--- config.mk ---
export PLATFORM = sky130hd
export DESIGN_NAME = multicycle_control
export DESIGN_NICKNAME = d
export VERILOG_FILES = /design/src/rtl/multicycle_control.sv
export SDC_FILE = /design/constraint.sdc
export NUM_CORES = 1
export LEC_CHECK = 0
export ABC_AREA = 0
export ABC_CLOCK_PERIOD_IN_PS = 2000
export CAP_MARGIN = 5
export CORE_MARGIN = 5
export CORE_UTILIZATION = 40
export CTS_CLUSTER_SIZE = 16
export DETAILED_ROUTE_END_ITERATION = 10
export PLACE_DENSITY = 0.66
export SLEW_MARGIN = 0
export SYNTH_ARGS = -nofsm -noshare
export SYNTH_HDL_FRONTEND = slang
export SYNTH_SLANG_ARGS = --single-unit
--- constraint.sdc ---
create_clock -name clk -period 2 [get_ports clk]
set_input_delay 0.4 -clock clk [delete_from_list [all_inputs] [get_ports clk]]
set_output_delay 0.4 -clock clk [all_outputs]
set_load 0.02 [all_outputs]
--- src/rtl/multicycle_control.sv ---
// Multicycle RISC-V style control FSM: FETCH/DECODE/EXEC/MEM/WB with a TRAP sink.
// Latency: 3-5 cycles per instruction with zero-wait memory, +1 per memory wait cycle.
// Backpressure: holds in FETCH/MEM until mem_ready; traps after MEM_TIMEOUT request cycles.
module multicycle_control #(
  parameter int unsigned MEM_TIMEOUT = 16
) (
  input  logic       clk,
  input  logic       rst,
  input  logic [6:0] opcode,
  input  logic       mem_ready,
  input  logic       branch_taken,
  output logic       ir_write,
  output logic       pc_write,
  output logic [1:0] pc_src,
  output logic       mem_req,
  output logic       mem_we,
  output logic       mem_addr_sel,
  output logic       reg_write,
  output logic [1:0] wb_sel,
  output logic [1:0] alu_op,
  output logic       retire,
  output logic       illegal,
  output logic       bus_error,
  output logic [2:0] state
);

  typedef enum logic [2:0] {
    S_FETCH  = 3'd0,
    S_DECODE = 3'd1,
    S_EXEC   = 3'd2,
    S_MEM    = 3'd3,
    S_WB     = 3'd4,
    S_TRAP   = 3'd5
  } state_t;

  localparam logic [6:0] OP_R      = 7'b0110011;
  localparam logic [6:0] OP_I      = 7'b0010011;
  localparam logic [6:0] OP_LOAD   = 7'b0000011;
  localparam logic [6:0] OP_STORE  = 7'b0100011;
  localparam logic [6:0] OP_BRANCH = 7'b1100011;
  localparam logic [6:0] OP_JAL    = 7'b1101111;

  // Last legal wait count; a request cycle seen at this count without ready is the timeout.
  localparam logic [7:0] TMO_LAST = 8'(MEM_TIMEOUT - 1);

  state_t     state_q, state_d;
  logic [6:0] opc_q, opc_d;
  logic [7:0] tmo_q, tmo_d;
  logic       illegal_q, illegal_d;
  logic       bus_error_q, bus_error_d;
  logic       mem_wait;
  logic       tmo_hit;

  function automatic logic op_supported(input logic [6:0] op);
    return (op == OP_R) || (op == OP_I) || (op == OP_LOAD) ||
           (op == OP_STORE) || (op == OP_BRANCH) || (op == OP_JAL);
  endfunction

  // Next-state, opcode latch, sticky error flags and memory timeout counter.
  always_comb begin
    state_d     = state_q;
    opc_d       = opc_q;
    illegal_d   = illegal_q;
    bus_error_d = bus_error_q;
    mem_wait    = ((state_q == S_FETCH) || (state_q == S_MEM)) && !mem_ready;
    tmo_hit     = mem_wait && (tmo_q == TMO_LAST);

    case (state_q)
      S_FETCH: begin
        if (mem_ready) begin
          state_d = S_DECODE;
        end else if (tmo_hit) begin
          state_d     = S_TRAP;
          bus_error_d = 1'b1;
        end
      end
      S_DECODE: begin
        opc_d = opcode;
        if (op_supported(opcode)) begin
          state_d = S_EXEC;
        end else begin
          state_d   = S_TRAP;
          illegal_d = 1'b1;
        end
      end
      S_EXEC: begin
        case (opc_q)
          OP_BRANCH:         state_d = S_FETCH;
          OP_LOAD, OP_STORE: state_d = S_MEM;
          default:           state_d = S_WB;
        endcase
      end
      S_MEM: begin
        // mem_ready is checked first so a same-cycle timeout loses to completion.
        if (mem_ready) begin
          state_d = (opc_q == OP_STORE) ? S_FETCH : S_WB;
        end else if (tmo_hit) begin
          state_d     = S_TRAP;
          bus_error_d = 1'b1;
        end
      end
      S_WB:    state_d = S_FETCH;
      S_TRAP:  state_d = S_TRAP;
      default: begin
        state_d   = S_TRAP;
        illegal_d = 1'b1;
      end
    endcase

    // Any state change restarts the count, which covers every entry into FETCH or MEM.
    if (state_d != state_q) begin
      tmo_d = 8'd0;
    end else if (mem_wait) begin
      tmo_d = tmo_q + 8'd1;
    end else begin
      tmo_d = tmo_q;
    end
  end

  // All state registers with synchronous reset.
  always_ff @(posedge clk) begin
    if (rst) begin
      state_q     <= S_FETCH;
      opc_q       <= 7'd0;
      tmo_q       <= 8'd0;
      illegal_q   <= 1'b0;
      bus_error_q <= 1'b0;
    end else begin
      state_q     <= state_d;
      opc_q       <= opc_d;
      tmo_q       <= tmo_d;
      illegal_q   <= illegal_d;
      bus_error_q <= bus_error_d;
    end
  end

  // Datapath controls decoded from state, latched opcode and the live handshake inputs.
  always_comb begin
    ir_write     = 1'b0;
    pc_write     = 1'b0;
    pc_src       = 2'd0;
    mem_req      = 1'b0;
    mem_we       = 1'b0;
    mem_addr_sel = 1'b0;
    reg_write    = 1'b0;
    wb_sel       = 2'd0;
    alu_op       = 2'd0;
    retire       = 1'b0;
    if (!rst) begin
      case (state_q)
        S_FETCH: begin
          mem_req = 1'b1;
          if (mem_ready) begin
            ir_write = 1'b1;
            pc_write = 1'b1;
          end
        end
        S_EXEC: begin
          case (opc_q)
            OP_R, OP_I: alu_op = 2'd2;
            OP_BRANCH: begin
              alu_op = 2'd1;
              retire = 1'b1;
              if (branch_taken) begin
                pc_write = 1'b1;
                pc_src   = 2'd1;
              end
            end
            OP_JAL: begin
              pc_write = 1'b1;
              pc_src   = 2'd2;
            end
            default: alu_op = 2'd0;
          endcase
        end
        S_MEM: begin
          mem_req      = 1'b1;
          mem_addr_sel = 1'b1;
          mem_we       = (opc_q == OP_STORE);
          retire       = mem_ready && (opc_q == OP_STORE);
        end
        S_WB: begin
          reg_write = 1'b1;
          retire    = 1'b1;
          case (opc_q)
            OP_LOAD: wb_sel = 2'd1;
            OP_JAL:  wb_sel = 2'd2;
            default: wb_sel = 2'd0;
          endcase
        end
        default: ;
      endcase
    end
  end

  assign state     = rst ? 3'd0 : state_q;
  assign illegal   = !rst && illegal_q;
  assign bus_error = !rst && bus_error_q;

endmodule

==> reports/results.ini, run 1 <==
[pwr]
peakVddDrop_mv = 0.285
finalPower_mw = 0.962
p_leak_nw = 0.763
power_density_nw_per_um2 = 526

[critical_path]
r2r_start = tmo_q[0]$_SDFFE_PP0P_
critPathCaptureType = output pin
crit_arrival_ns = 1.60
reg2reg_to = tmo_q[0]$_SDFFE_PP0P_
r2r_slack_ns = 0.27
cp-start-kind = register
setup.worst_path.class = reg2out
worstPathRequired_ns = 1.60
cp_max_fo = 3
reg2regPathDepth = 5

[timing]
fin_worst_skew_ns = 0.00986
rsz0062_at_grt = yes
clock.fmax_mhz = 501
worst_slew_pin_slew_ns = 0.522
finalHoldViolations = 0
slew_viol_final = 0
fin_ws_ns = 0.00377
relSlewSlack_pct = 65.0
setup-tns-final_ns = 0
finalSetupViolCount = 0
min_period_ns = 2.00
period_share_pct = 99.8

[yosys]
synth_top_flop_cell = dfxtp_1
synth_area_um2 = 1270
async_flop_share_pct = 0
synth_edf_count = 0
avgSynthCellArea_um2 = 8.30
postSynthCellCount = 153
synth.net_count = 165
ys_seq_area_share_pct = 31.5
synth_area_leaders = dfxtp_1 32%, mux2i_1 6.3%, nor2_1 5.3%
yosysTopAreaCell = dfxtp_1
ys_types = 45
ys_ff_latch = 20
yosysWarnings = 0
yosysTopAreaCellShare_pct = 31.5

[placed_design]
dp_hpwl_um = 2730
pre_cts_slack_ns = -0.506
portBuffers = 28
gp_congestion = 0.771

[hold_path]
min_path_type = reg2reg
hold_end = bus_error_q$_SDFFE_PP0P_
worstHoldPathCells = 1
hp-start = bus_error_q$_SDFFE_PP0P_

[die]
io-pin-count = 29
start_util_pct = 41.6
die_h_um = 66.3
die_width_um = 66.3
coreArea_um2 = 3050
dieArea_um2 = 4400
num_rows = 20

[layout]
num-fill-cells = 287
finalNetCount = 221
layout-drive-gt1-share_pct = 31.7
antenna_cells = 0
areaGrowthSynthToFinish_pct = 43.9

[routing]
first_pass_iters = 4
drt_iter0_markers = 57
vias = 1314
wl_per_cell_um = 13.5
final_antenna_net_count = 0
drc_errors = 0
routed_wl_um = 3400
route.detailed.vias_per_inst = 5.21

[global_route]
grt_pass1_wl_um = 5850
grt_pass1_vias = 1284
grt_max_degree = 12
grt-ovfl-total = 0
antenna_found_initial = 0
grt.total_usage_pct = 16.8

[clock_tree]
root_buffer = clkbuf_4
htree_levels = 1
clockBufferDepth = 2
hold_buffers = 0
clkTransAtPathRegs_ns = 0.12
cts_tree = yes
clk_latency_ns = 0.31
cts.sinks = 20
cts_inserted_buffers = 3

[run_status]
status = finished clean

[job]
cap_violations = 0

## where the power goes
| group | leakage, nW | switching [mW] | total, mW | internal (mW) |
|---|---|---|---|---|
| Sequential | 0.164 | 0.0159 | 0.437 | 0.421 |
| Combinational | 0.578 | 0.142 | 0.284 | 0.141 |
| Clock | 0.0210 | 0.130 | 0.241 | 0.111 |
| Total | 0.763 | 0.289 | 0.962 | 0.674 |
## critical path, cell delays in order (launching register included)
cell and delay [ns]:
dfxtp_2 0.35, and4bb_2 0.27, and2_4 0.15, and3_4 0.14, a211o_1 0.26, buf_6 0.13
## how the worst max path moves through the flow
stage,startpoint,to,cells past startpoint
2_1_floorplan,state_q[1]$_SDFF_PP0_,retire,5
3_3_place_gp,rst,retire,5
3_5_place_dp,rst,retire,5
4_1_cts,opc_q[3]$_SDFFE_PP0P_,retire,5
5_1_grt,opc_q[2]$_SDFFE_PP0P_,retire,5
6_report,opc_q[2]$_SDFFE_PP0P_,retire,5
## sequential cells by signal, summed over array words and instances, names as in the netlist
| register | cells |
|---|---|
| state_q | 3 |
| opc_q | 7 |
| bus_error_q | 1 |
| illegal_q | 1 |
| tmo_q | 8 |
## cells by family (layout without fill, tap and decap cells)
family | Yosys count | count (layout) | share of synthesized area [%]
AO/OA/AOI/OAI | 26 | 26 | 16.5
XOR/XNOR | 8 | 8 | 6.11
adder cells (fa/ha/maj) | 1 | 1 | 0.985
multiplexers | 8 | 8 | 6.31
flip-flops | 20 | 20 | 31.5
AND/OR/NAND/NOR | 80 | 80 | 34.8
buffers and inverters | 10 | 65 | 3.84
## metal layers
metal / part of all wire (%) / up-vias / wire [µm] / GRT usage, %
li1: - / 677 / - / -
met2: 49 / 19 / 1660 / 28.0
met1: 47 / 616 / 1610 / 22.1
met5: 0 / - / 0 / 0
met4: 0.56 / 0 / 19 / 4.57
met3: 3.2 / 2 / 109 / 3.06
## through the flow
| step | instances | utilization [%] | instance area, µm² | hold WS [ns] |
|---|---|---|---|---|
| detailed placement | 247 | 58.9 | 1800 | 0.454 |
| CTS | 251 | 58.8 | 1800 | 0.484 |
| floorplan | 153 | - | 1280 | 0.433 |
| global placement | 247 | 58.9 | 1800 | 0.446 |
| finish | 252 | 59.9 | 1830 | 0.480 |
| global route | 252 | 59.9 | 1830 | 0.512 |
## final cells by class
type / count / area, µm² / share of cell area (%)
multi-input combinational: 123 / 858 / 47.0
timing repair buffer: 57 / 458 / 25.1
sequential: 20 / 405 / 22.2
tap: 44 / 55.1 / 3.01
clock buffer: 4 / 36.3 / 1.98
inverter: 4 / 15.0 / 0.821
## cells in the mapped netlist (3+ instances only)
library cell,n
nand4_1,5
and2_1,4
inv_1,4
mux2i_1,8
nand3_1,6
dfxtp_1,20
o211ai_1,3
nand2b_1,4
xor2_1,7
nor3_1,10
nor2b_1,6
a21oi_1,4
buf_2,3
nand2_1,12
nor2_1,18
## layout by cell type (no fill, tap or decap), types with 2 or more instances in the layout
cell	Yosys	layout
nand3_1	6	4
buf_6	1	2
nor3_2	0	2
and4bb_2	2	2
nor2b_1	6	5
nor4_1	2	2
nor3_1	10	8
and4_1	2	2
inv_1	4	4
clkbuf_4	0	3
mux2i_1	8	8
o211ai_1	3	3
clkbuf_2	0	4
a31oi_1	2	2
dfxtp_1	20	16
dfxtp_2	0	4
nand4_1	5	5
a21oi_1	4	4
a211oi_1	2	2
buf_4	0	31
dlygate4sd2_1	0	10
and2_1	4	3
nand3_2	0	2
nor2_1	18	17
clkdlybuf4s50_1	0	9
xor2_1	7	7
nand2b_1	4	4
nor2_2	2	3
nand2_1	12	12
o21ai_0	2	2
## repair_timing
action                                  4_1_cts  5_1_grt
buffers inserted                              0        1
endpoints found under the hold margin         0        0
resized for setup                            40       19
endpoints found under the setup margin       18       11
pin swaps                                     0        4
Power figures use the tool's default switching activity.
==> inputs of run 2 (changes only) <==
--- a/config.mk
+++ b/config.mk
@@ -6,13 +6,13 @@
 export NUM_CORES = 1
 export LEC_CHECK = 0
 export ABC_AREA = 0
-export ABC_CLOCK_PERIOD_IN_PS = 2000
+export ABC_CLOCK_PERIOD_IN_PS = 2200
 export CAP_MARGIN = 5
 export CORE_MARGIN = 5
-export CORE_UTILIZATION = 40
+export CORE_UTILIZATION = 49
 export CTS_CLUSTER_SIZE = 16
 export DETAILED_ROUTE_END_ITERATION = 10
-export PLACE_DENSITY = 0.66
+export PLACE_DENSITY = 0.78
 export SLEW_MARGIN = 0
 export SYNTH_ARGS = -nofsm -noshare
 export SYNTH_HDL_FRONTEND = slang
==> constraint.sdc (replaced) <==
create_clock -name clk -period 2.2 [get_ports clk]
set_input_delay 0.44 -clock clk [delete_from_list [all_inputs] [get_ports clk]]
set_output_delay 0.44 -clock clk [all_outputs]
set_load 0.02 [all_outputs]
==> reports/results.ini, run 2 (synthesis gave the netlist of run 1 again) <==
[die]
num_rows = 18
io-pin-count = 29
dieArea_um2 = 3710
die_width_um = 60.9
coreArea_um2 = 2480
die_h_um = 60.9
start_util_pct = 51.3

[routing]
drc_errors = 0
final_antenna_net_count = 0
drt_iter0_markers = 48
wl_per_cell_um = 14.7
routed_wl_um = 3430
vias = 1334
route.detailed.vias_per_inst = 5.73
first_pass_iters = 4

[critical_path]
critPathCaptureType = output pin
worstPathRequired_ns = 1.76
cp_max_fo = 3
setup.worst_path.class = reg2out
cp-start-kind = register
crit_arrival_ns = 1.67

[placed_design]
gp_congestion = 0.874
dp_hpwl_um = 2730
pre_cts_slack_ns = -0.367
portBuffers = 28

[job]
cap_violations = 0

[clock_tree]
clk_latency_ns = 0.30
root_buffer = clkbuf_4
clockBufferDepth = 2
clkTransAtPathRegs_ns = 0.11
htree_levels = 1
cts_inserted_buffers = 3
cts.sinks = 20
cts_tree = yes
hold_buffers = 0

[layout]
areaGrowthSynthToFinish_pct = 38.2
largest_register_ffs = 8
final_cell_mix = 25 x buf_4, 18 x dfxtp_1, 17 x nor2_1
antenna_cells = 0
layout-drive-gt1-share_pct = 25.1
layout_commonest_cell = buf_4
largest_registers = tmo_q (8), opc_q (7), state_q (3)
finalNetCount = 216
largest_register = tmo_q

[timing]
fin_worst_skew_ns = 0.00300
fin_ws_ns = 0.0913
hold-worst-slack_ns = 0.474
period_share_pct = 95.8
finalHoldViolations = 0
min_period_ns = 2.11
relSlewSlack_pct = 64.8
clock.fmax_mhz = 474
worst_slew_pin_slew_ns = 0.524
rsz0062_at_grt = no
slew_viol_final = 0
finalSetupViolCount = 0

[run_status]
status = finished clean

[pwr]
finalPower_mw = 0.854
p_leak_nw = 0.739
peakVddDrop_mv = 0.493
power_density_nw_per_um2 = 487

[global_route]
grt.total_usage_pct = 20.3
grt_max_degree = 12
grt_pass1_wl_um = 5750
grt-ovfl-total = 0
antenna_found_initial = 0
grt_pass1_vias = 1314

[hold_path]
min_path_type = reg2reg

==> run 2: changes by cell type in the layout (fill, tap and decap cells not counted), moves of 2 or more <==
cell             change
buf_4                -6
buf_6                -2
clkbuf_2             -2
clkdlybuf4s15_2      +2
dfxtp_1              +2
dfxtp_2              -2
dlygate4sd2_1        +2
nand3_1              +2
nand3_2              -2
==> run 2: repair_timing <==
item                       CTS  global route
pin swaps                    0             1
hold endpoints to repair     0             0
setup buffers                0             1
gates cloned                 0             0
resized for setup           32            10
setup endpoints to repair   18             6
==> run 2: worst max-delay path, stage by stage (launching register included) <==
cell and delay, ns:
dfxtp_2 0.35, and4bb_2 0.26, and2_4 0.14, and3_1 0.17, a211o_1 0.29, buf_4 0.16
==> run 2: report_power, final <==
group	switching [mW]	internal, mW
Sequential	0.0145	0.382
Clock	0.114	0.101
Combinational	0.127	0.115
==> run 2: final timing paths <==
check	startpoint	end	slack, ns	cells past startpoint
worst max-delay path	opc_q[2]$_SDFFE_PP0P_	retire	0.09	5
worst min-delay path	bus_error_q$_SDFFE_PP0P_	bus_error_q$_SDFFE_PP0P_	0.47	1
worst max register to register	tmo_q[0]$_SDFFE_PP0P_	tmo_q[0]$_SDFFE_PP0P_	0.42	5
worst min register to register	bus_error_q$_SDFFE_PP0P_	bus_error_q$_SDFFE_PP0P_	0.47	1
==> run 2: metrics by stage <==
stage	instances	cell area, µm²	utilization, %	TNS [ns]
after global routing	233	1760	70.9	0
final	233	1760	70.9	0
after CTS	232	1750	70.8	0
after detailed placement	228	1730	70.0	-3.84
after floorplan	153	1280	-	0
after global placement	228	1730	70.0	-3.26
==> run 2: routing by layer <==
layer  up-vias  track usage, %  wire length [µm]
li1        661               -                 -
met1       623            24.9              1480
met2        43            36.0              1680
met3         7            3.83               226
met4         0            5.88                46
met5         -               0                 0
==> run 2: layout make-up <==
class / instances / area (µm²)
Clock buffer: 4 / 36.3
Fill cell: 222 / 722
Inverter: 4 / 15.0
Multi-Input combinational cell: 123 / 833
Sequential cell: 20 / 403
Tap cell: 30 / 37.5
Timing Repair Buffer: 52 / 430
